### src/rtl/muldiv_unit_if.sv
// Core-side bundle for the RV32M multiply/divide unit: launch request with
// operands and destination, plus the busy flag and the result write strobe.
interface muldiv_unit_if #(
  parameter int DATA_LEN     = 32,
  parameter int REG_ADDR_LEN = 5
);

  logic                    i_start;
  logic [2:0]              i_funct3;
  logic [DATA_LEN-1:0]     i_rs1_data;
  logic [DATA_LEN-1:0]     i_rs2_data;
  logic [REG_ADDR_LEN-1:0] i_rd_addr;
  logic                    o_busy;
  logic                    o_done;
  logic                    o_write_enable;
  logic [REG_ADDR_LEN-1:0] o_rd_addr;
  logic [DATA_LEN-1:0]     o_result;

  // Core pipeline side: issues operations, watches busy and the write strobe
  modport master (
    output i_start, i_funct3, i_rs1_data, i_rs2_data, i_rd_addr,
    input  o_busy, o_done, o_write_enable, o_rd_addr, o_result
  );

  // Arithmetic unit side
  modport slave (
    input  i_start, i_funct3, i_rs1_data, i_rs2_data, i_rd_addr,
    output o_busy, o_done, o_write_enable, o_rd_addr, o_result
  );

endinterface

### src/rtl/muldiv_unit.sv
// Iterative RV32M multiply/divide unit. Operands are reduced to magnitudes on
// launch, a 32-step shift-add (multiply) or restoring shift-subtract (divide)
// runs in a shared hi/lo register pair, and the sign is applied in a final
// fix-up cycle that also registers the result and pulses the write strobe.
// Division by zero and signed overflow skip the iteration entirely.
module muldiv_unit #(
  parameter int DATA_LEN     = 32,
  parameter int REG_ADDR_LEN = 5
) (
  input logic           i_clk,
  input logic           i_rstn,
  muldiv_unit_if.slave  bus
);

  typedef enum logic [1:0] {
    IDLE = 2'd0,
    CALC = 2'd1,
    FIX  = 2'd2
  } state_t;

  localparam logic [DATA_LEN-1:0] MIN_NEG   = {1'b1, {(DATA_LEN-1){1'b0}}};
  localparam logic [5:0]          LAST_ITER = 6'(DATA_LEN - 1);

  state_t                  state;
  logic [5:0]              count;
  logic [2:0]              funct3_q;
  logic                    neg_q;
  logic [DATA_LEN-1:0]     hi_q;
  logic [DATA_LEN-1:0]     lo_q;
  logic [DATA_LEN-1:0]     mag_b_q;
  logic                    busy_q;
  logic                    done_q;
  logic [REG_ADDR_LEN-1:0] rd_q;
  logic [DATA_LEN-1:0]     result_q;

  logic                    is_div;
  logic                    a_signed;
  logic                    b_signed;
  logic                    a_neg;
  logic                    b_neg;
  logic [DATA_LEN-1:0]     mag_a;
  logic [DATA_LEN-1:0]     mag_b;
  logic                    start_neg;
  logic                    div_zero;
  logic                    div_ovf;

  logic [DATA_LEN:0]       mul_sum;
  logic [DATA_LEN:0]       div_shift;
  logic                    div_fits;
  logic [DATA_LEN-1:0]     div_sub;
  logic [2*DATA_LEN-1:0]   product_fix;
  logic [DATA_LEN-1:0]     fix_result;

  // Decode the incoming op: per-operand signedness, magnitudes, result sign
  // and the two cases that bypass the iteration
  always_comb begin
    is_div    = bus.i_funct3[2];
    a_signed  = is_div ? ~bus.i_funct3[0] : (bus.i_funct3[1:0] != 2'b11);
    b_signed  = is_div ? ~bus.i_funct3[0] : ~bus.i_funct3[1];
    a_neg     = a_signed & bus.i_rs1_data[DATA_LEN-1];
    b_neg     = b_signed & bus.i_rs2_data[DATA_LEN-1];
    mag_a     = a_neg ? -bus.i_rs1_data : bus.i_rs1_data;
    mag_b     = b_neg ? -bus.i_rs2_data : bus.i_rs2_data;
    start_neg = (is_div & bus.i_funct3[1]) ? a_neg : (a_neg ^ b_neg);
    div_zero  = is_div & (bus.i_rs2_data == '0);
    div_ovf   = is_div & ~bus.i_funct3[0] & (bus.i_rs1_data == MIN_NEG)
                & (bus.i_rs2_data == '1);
  end

  // One iteration step of each algorithm, plus sign fix-up and result select
  always_comb begin
    mul_sum     = {1'b0, hi_q} + {1'b0, (lo_q[0] ? mag_b_q : '0)};
    div_shift   = {hi_q, lo_q[DATA_LEN-1]};
    div_fits    = (div_shift >= {1'b0, mag_b_q});
    div_sub     = div_shift[DATA_LEN-1:0] - mag_b_q;
    product_fix = neg_q ? -{hi_q, lo_q} : {hi_q, lo_q};
    case (funct3_q)
      3'b000:                 fix_result = product_fix[DATA_LEN-1:0];
      3'b001, 3'b010, 3'b011: fix_result = product_fix[2*DATA_LEN-1:DATA_LEN];
      3'b100, 3'b101:         fix_result = neg_q ? -lo_q : lo_q;
      default:                fix_result = neg_q ? -hi_q : hi_q;
    endcase
  end

  // Control FSM and datapath registers; special cases preload the quotient
  // (lo) and remainder (hi) slots with the architectural answer and no sign
  always_ff @(posedge i_clk) begin
    if (!i_rstn) begin
      state    <= IDLE;
      count    <= '0;
      funct3_q <= '0;
      neg_q    <= 1'b0;
      hi_q     <= '0;
      lo_q     <= '0;
      mag_b_q  <= '0;
      busy_q   <= 1'b0;
      done_q   <= 1'b0;
      rd_q     <= '0;
      result_q <= '0;
    end else begin
      done_q <= 1'b0;
      case (state)
        IDLE: begin
          if (bus.i_start) begin
            funct3_q <= bus.i_funct3;
            rd_q     <= bus.i_rd_addr;
            busy_q   <= 1'b1;
            count    <= '0;
            if (div_zero) begin
              hi_q  <= bus.i_rs1_data;
              lo_q  <= '1;
              neg_q <= 1'b0;
              state <= FIX;
            end else if (div_ovf) begin
              hi_q  <= '0;
              lo_q  <= MIN_NEG;
              neg_q <= 1'b0;
              state <= FIX;
            end else begin
              hi_q    <= '0;
              lo_q    <= mag_a;
              mag_b_q <= mag_b;
              neg_q   <= start_neg;
              state   <= CALC;
            end
          end
        end
        CALC: begin
          count <= count + 6'd1;
          if (funct3_q[2]) begin
            hi_q <= div_fits ? div_sub : div_shift[DATA_LEN-1:0];
            lo_q <= {lo_q[DATA_LEN-2:0], div_fits};
          end else begin
            hi_q <= mul_sum[DATA_LEN:1];
            lo_q <= {mul_sum[0], lo_q[DATA_LEN-1:1]};
          end
          if (count == LAST_ITER) begin
            state <= FIX;
          end
        end
        FIX: begin
          result_q <= fix_result;
          done_q   <= 1'b1;
          busy_q   <= 1'b0;
          state    <= IDLE;
        end
        default: begin
          state <= IDLE;
        end
      endcase
    end
  end

  assign bus.o_busy         = busy_q;
  assign bus.o_done         = done_q;
  assign bus.o_write_enable = done_q;
  assign bus.o_rd_addr      = rd_q;
  assign bus.o_result       = result_q;

endmodule

### src/flat_wrapper.sv
// flat-port wrapper written by rule: the top's interface ports become plain ports
module muldiv_unit_flat 
#(
  parameter int DATA_LEN     = 32,
  parameter int REG_ADDR_LEN = 5
)
  (i_clk, i_rstn, bus_i_start, bus_i_funct3, bus_i_rs1_data, bus_i_rs2_data, bus_i_rd_addr, bus_o_busy, bus_o_done, bus_o_write_enable, bus_o_rd_addr, bus_o_result);
  muldiv_unit_if #(.DATA_LEN(DATA_LEN), .REG_ADDR_LEN(REG_ADDR_LEN)) bus_i ();
  input logic i_clk;
  input logic i_rstn;
  input wire logic [$bits(bus_i.i_start)-1:0] bus_i_start;
  input wire logic [$bits(bus_i.i_funct3)-1:0] bus_i_funct3;
  input wire logic [$bits(bus_i.i_rs1_data)-1:0] bus_i_rs1_data;
  input wire logic [$bits(bus_i.i_rs2_data)-1:0] bus_i_rs2_data;
  input wire logic [$bits(bus_i.i_rd_addr)-1:0] bus_i_rd_addr;
  output wire logic [$bits(bus_i.o_busy)-1:0] bus_o_busy;
  output wire logic [$bits(bus_i.o_done)-1:0] bus_o_done;
  output wire logic [$bits(bus_i.o_write_enable)-1:0] bus_o_write_enable;
  output wire logic [$bits(bus_i.o_rd_addr)-1:0] bus_o_rd_addr;
  output wire logic [$bits(bus_i.o_result)-1:0] bus_o_result;
  assign bus_i.i_start = bus_i_start;
  assign bus_i.i_funct3 = bus_i_funct3;
  assign bus_i.i_rs1_data = bus_i_rs1_data;
  assign bus_i.i_rs2_data = bus_i_rs2_data;
  assign bus_i.i_rd_addr = bus_i_rd_addr;
  assign bus_o_busy = bus_i.o_busy;
  assign bus_o_done = bus_i.o_done;
  assign bus_o_write_enable = bus_i.o_write_enable;
  assign bus_o_rd_addr = bus_i.o_rd_addr;
  assign bus_o_result = bus_i.o_result;
  muldiv_unit #(.DATA_LEN(DATA_LEN), .REG_ADDR_LEN(REG_ADDR_LEN)) u_core (.i_clk(i_clk), .i_rstn(i_rstn), .bus(bus_i));
endmodule
### config.mk
export PLATFORM = sky130hd
export DESIGN_NAME = muldiv_unit_flat
export DESIGN_NICKNAME = d
export VERILOG_FILES = /design/src/rtl/muldiv_unit_if.sv /design/src/rtl/muldiv_unit.sv /design/src/flat_wrapper.sv
export SDC_FILE = /design/constraint.sdc
export NUM_CORES = 1
export LEC_CHECK = 0
export CAP_MARGIN = 20
export CORE_MARGIN = 3
export CORE_UTILIZATION = 24
export CTS_CLUSTER_SIZE = 24
export DETAILED_ROUTE_END_ITERATION = 8
export PLACE_DENSITY_LB_ADDON = 0.25
export SKIP_LAST_GASP = 1
export SYNTH_ARGS = -nofsm -noshare
export SYNTH_HDL_FRONTEND = slang
export SYNTH_SLANG_ARGS = --single-unit
### constraint.sdc
create_clock -name i_clk -period 3.91 [get_ports i_clk]
set_clock_uncertainty 0.2 [all_clocks]
set_input_delay 0.782 -clock i_clk [delete_from_list [all_inputs] [get_ports i_clk]]
set_output_delay 0.782 -clock i_clk [all_outputs]
set_load 0.02 [all_outputs]
==> results.yml <==
clock_tree:
  postCtsHoldBufs: 0
  cts.path.max_buffers: 2
  root_buffer: "clkbuf_16"
  cts_tree: "done"
  cts.sinks: 147
  numCtsBuffers: 17
  post_cts_buffers: 0
  insertion_delay_ns: 0.46
  h-tree-depth: 4
  clk_pin_slew_ns: 0.07
logic_synthesis:
  synth_edf_count: 0
  synth-simple-area-share: 0.2046
  synth_nets: 2075
  synth_seq_cells: 147
  synth_area_leaders: "dfxtp_1 21%, a21oi_1 6.8%, o21ai_0 6.4%"
  yosysTopAreaCell: "dfxtp_1"
  yosys.area.top_type_share: 0.2106
  synth_seq_area_share: 0.2106
  synthCells: 1928
  syn-cell-area_sq_mm: 0.01398
  ys_warn_count: 0
  synthAdderAreaFrac: 0.06553
  syn_area_per_cell_sq_um: 7.249
  synthArstFlopShare: 0
  synth_top_family_by_area: "compound AO/OA/AOI/OAI gates"
  synth_ff_type: "dfxtp_1"
  synth_compound_area_frac: 0.3303
  synthXorXnorAreaFrac: 0.09526
  muxShareOfSynthArea: 0.03456
  ys_types: 88
timing:
  fmaxAchievable_ghz: 0.2668
  slew_headroom: 0.4160
  setup_viol: 0
  timing.final.ws_setup_ns: 0.1625
  final_hold_viol_count: 0
  drv_slew: 0
  rsz0062_at_grt: "yes"
  worst_pin_slew_ns: 0.8759
  finalCriticalPeriod_ns: 3.748
  fin_crit_sh: 0.9584
grt:
  antenna_found_initial: 2
  top_usage_layer: "met2"
  grt_pass1_wl_um: 97080
  met1_usage: 0.2845
  met2_usage: 0.3328
  grt_max_degree: 71
  grt_use_total: 0.2090
  grt.overflow.total: 0
  first_global_vias: 15536
  grt.met3_usage: 0.03340
critical_path:
  end_kind: "flip-flop"
  crit_required_ns: 4.11
  arrival_ns: 3.94
  worst_setup_path_start_kind: "input pin"
  worstSetupPathType: "in2reg"
  path_max_fanout: 4
finish:
  final_cell_mix: "234 x buf_4, 187 x a21oi_1, 182 x nor2_1"
  fin_nets: 2312
  area.growth.synth_to_final_pct: 28.83
  n_antenna_cell: 0
  drive_gt1_frac: 0.1547
  final_cells: 2934
  final_common_cell: "buf_4"
routing:
  drt_wl_total_um: 65240
  final_antenna_net_count: 0
  drc: 0
  routedWlPerCell_um: 22.24
  vias: 16189
  vias_per_cell: 5.518
  drtIter0Drc: 1555
  dr.pass1.iters: 6
placement:
  place.gp.congestion: 0.9606
  port_buffers: 114
  dp_worst_setup_slack_ns: -0.2704
  hpwl_um: 52150
  dp_cells: 2902
floorplanning:
  rows: 87
  die_h_um: 247.3
  die-area_sq_mm: 0.06116
  initial_utilization: 0.2450
  core_sq_mm: 0.05704
  chipWidth_um: 247.3
  io-pin-count: 115
power_and_ir_drop:
  power_density_mw_per_mm2: 289.5
  ir_drop_uv: 327.5
  leakagePower_nw: 7.072
flow_run:
  drv_cap: 0
status:
  status: "finished, final reports clean"
worst_hold_path:
  hp-class: "reg2reg"
==> state kept, by name (all words and copies together), names as in the netlist <==
| signal | cells |
|---|---|
| u_core.bus.o_result | 32 |
| u_core.hi_q | 32 |
| u_core.lo_q | 32 |
| u_core.mag_b_q | 32 |
| u_core.count | 6 |
| u_core.bus.o_rd_addr | 5 |
| u_core.funct3_q | 3 |
| u_core.state | 2 |
| u_core.bus.o_busy | 1 |
| u_core.bus.o_done | 1 |
| u_core.neg_q | 1 |
==> stage by stage <==
step                      total power, mW   TNS [ns]  area [sq um]  utilization  hold WS, ns
after global routing                5.458  -0.008344         18000       0.3157       0.2837
final                               5.212          0         18000       0.3157       0.2551
after global placement              3.528     -16.58         17380       0.3048       0.2451
after floorplan                     2.729          0         13980            -       0.2466
after detailed placement            3.540     -17.76         17380       0.3048       0.2521
after CTS                           5.209          0         17960       0.3148       0.2614
==> area by class of cell <==
| cell class | count | area, sq um |
|---|---|---|
| Timing Repair Buffer | 355 | 3033 |
| Sequential cell | 147 | 2945 |
| Clock inverter | 8 | 76.32 |
| Fill cell | 6278 | 39030 |
| Clock buffer | 24 | 491.7 |
| Tap cell | 756 | 945.9 |
| Multi-Input combinational cell | 1579 | 10270 |
| Inverter | 65 | 244.0 |
==> cells in the mapped netlist (all sizes together) (7+ instances only) <==
cell type / n
xnor2: 87
and2: 13
dfxtp: 147
a21oi: 190
o21a: 13
mux2i: 37
o221ai: 10
o41ai: 15
inv: 64
nor2: 184
o21ai: 180
or4: 17
nor3: 48
a22o: 18
a21o: 18
or3: 24
nand2: 168
and3: 9
buf: 24
nand4: 22
a211oi: 45
clkbuf: 113
nand2b: 9
o31ai: 34
mux2: 10
nor2b: 16
o211ai: 20
a31oi: 34
or2: 13
a22oi: 23
o221a: 10
nor4: 16
a31o: 7
o22ai: 24
ha: 70
nand3: 27
xor2: 65
a221oi: 12
==> final timing paths <==
path | from | end | slack (ns) | depth (start not counted)
worst max-delay path | bus_i_rs1_data[8] | u_core.lo_q[26] | 0.16 | 10
worst min-delay path | u_core.bus.o_busy | u_core.bus.o_busy | 0.26 | 2
worst max register to register | u_core.lo_q[0] | u_core.hi_q[26] | 0.20 | 14
worst min register to register | u_core.bus.o_busy | u_core.bus.o_busy | 0.26 | 2
==> cell families (layout without fill, tap and decap cells) <==
group	after synthesis	after routing
adder cells (fa/ha/maj)	72	72
AO/OA/AOI/OAI	716	716
flip-flops	147	147
XOR/XNOR	152	152
multiplexers	47	47
buffers and inverters	202	452
AND/OR/NAND/NOR	592	592
==> critical path, cell delays in order <==
cell	delay [ns]
clkdlybuf4s50_1	0.43
or4_1	0.55
or2_1	0.24
or4_1	0.52
or4_1	0.57
buf_4	0.20
o31ai_1	0.24
xnor2_1	0.16
o21ai_0	0.09
a21oi_1	0.14
==> report_power, final <==
group          leakage (nW)  internal, mW  switching, mW
logic                  5.60         0.757           1.11
clock network         0.272         0.940          0.719
registers              1.20          1.58          0.107
==> routing by layer <==
metal | wire length, um | share of wire
met4 | 2234 | 0.034
met3 | 4268 | 0.065
met5 | 13 | 0.00020
met1 | 29540 | 0.45
met2 | 29190 | 0.45
==> what timing repair did <==
action	CTS	global route
gates resized for setup	2	10
endpoints found under the hold margin	0	0
gates cloned	0	0
setup endpoints to repair	6	27
Note: power is estimated with default switching activity, not from simulation.
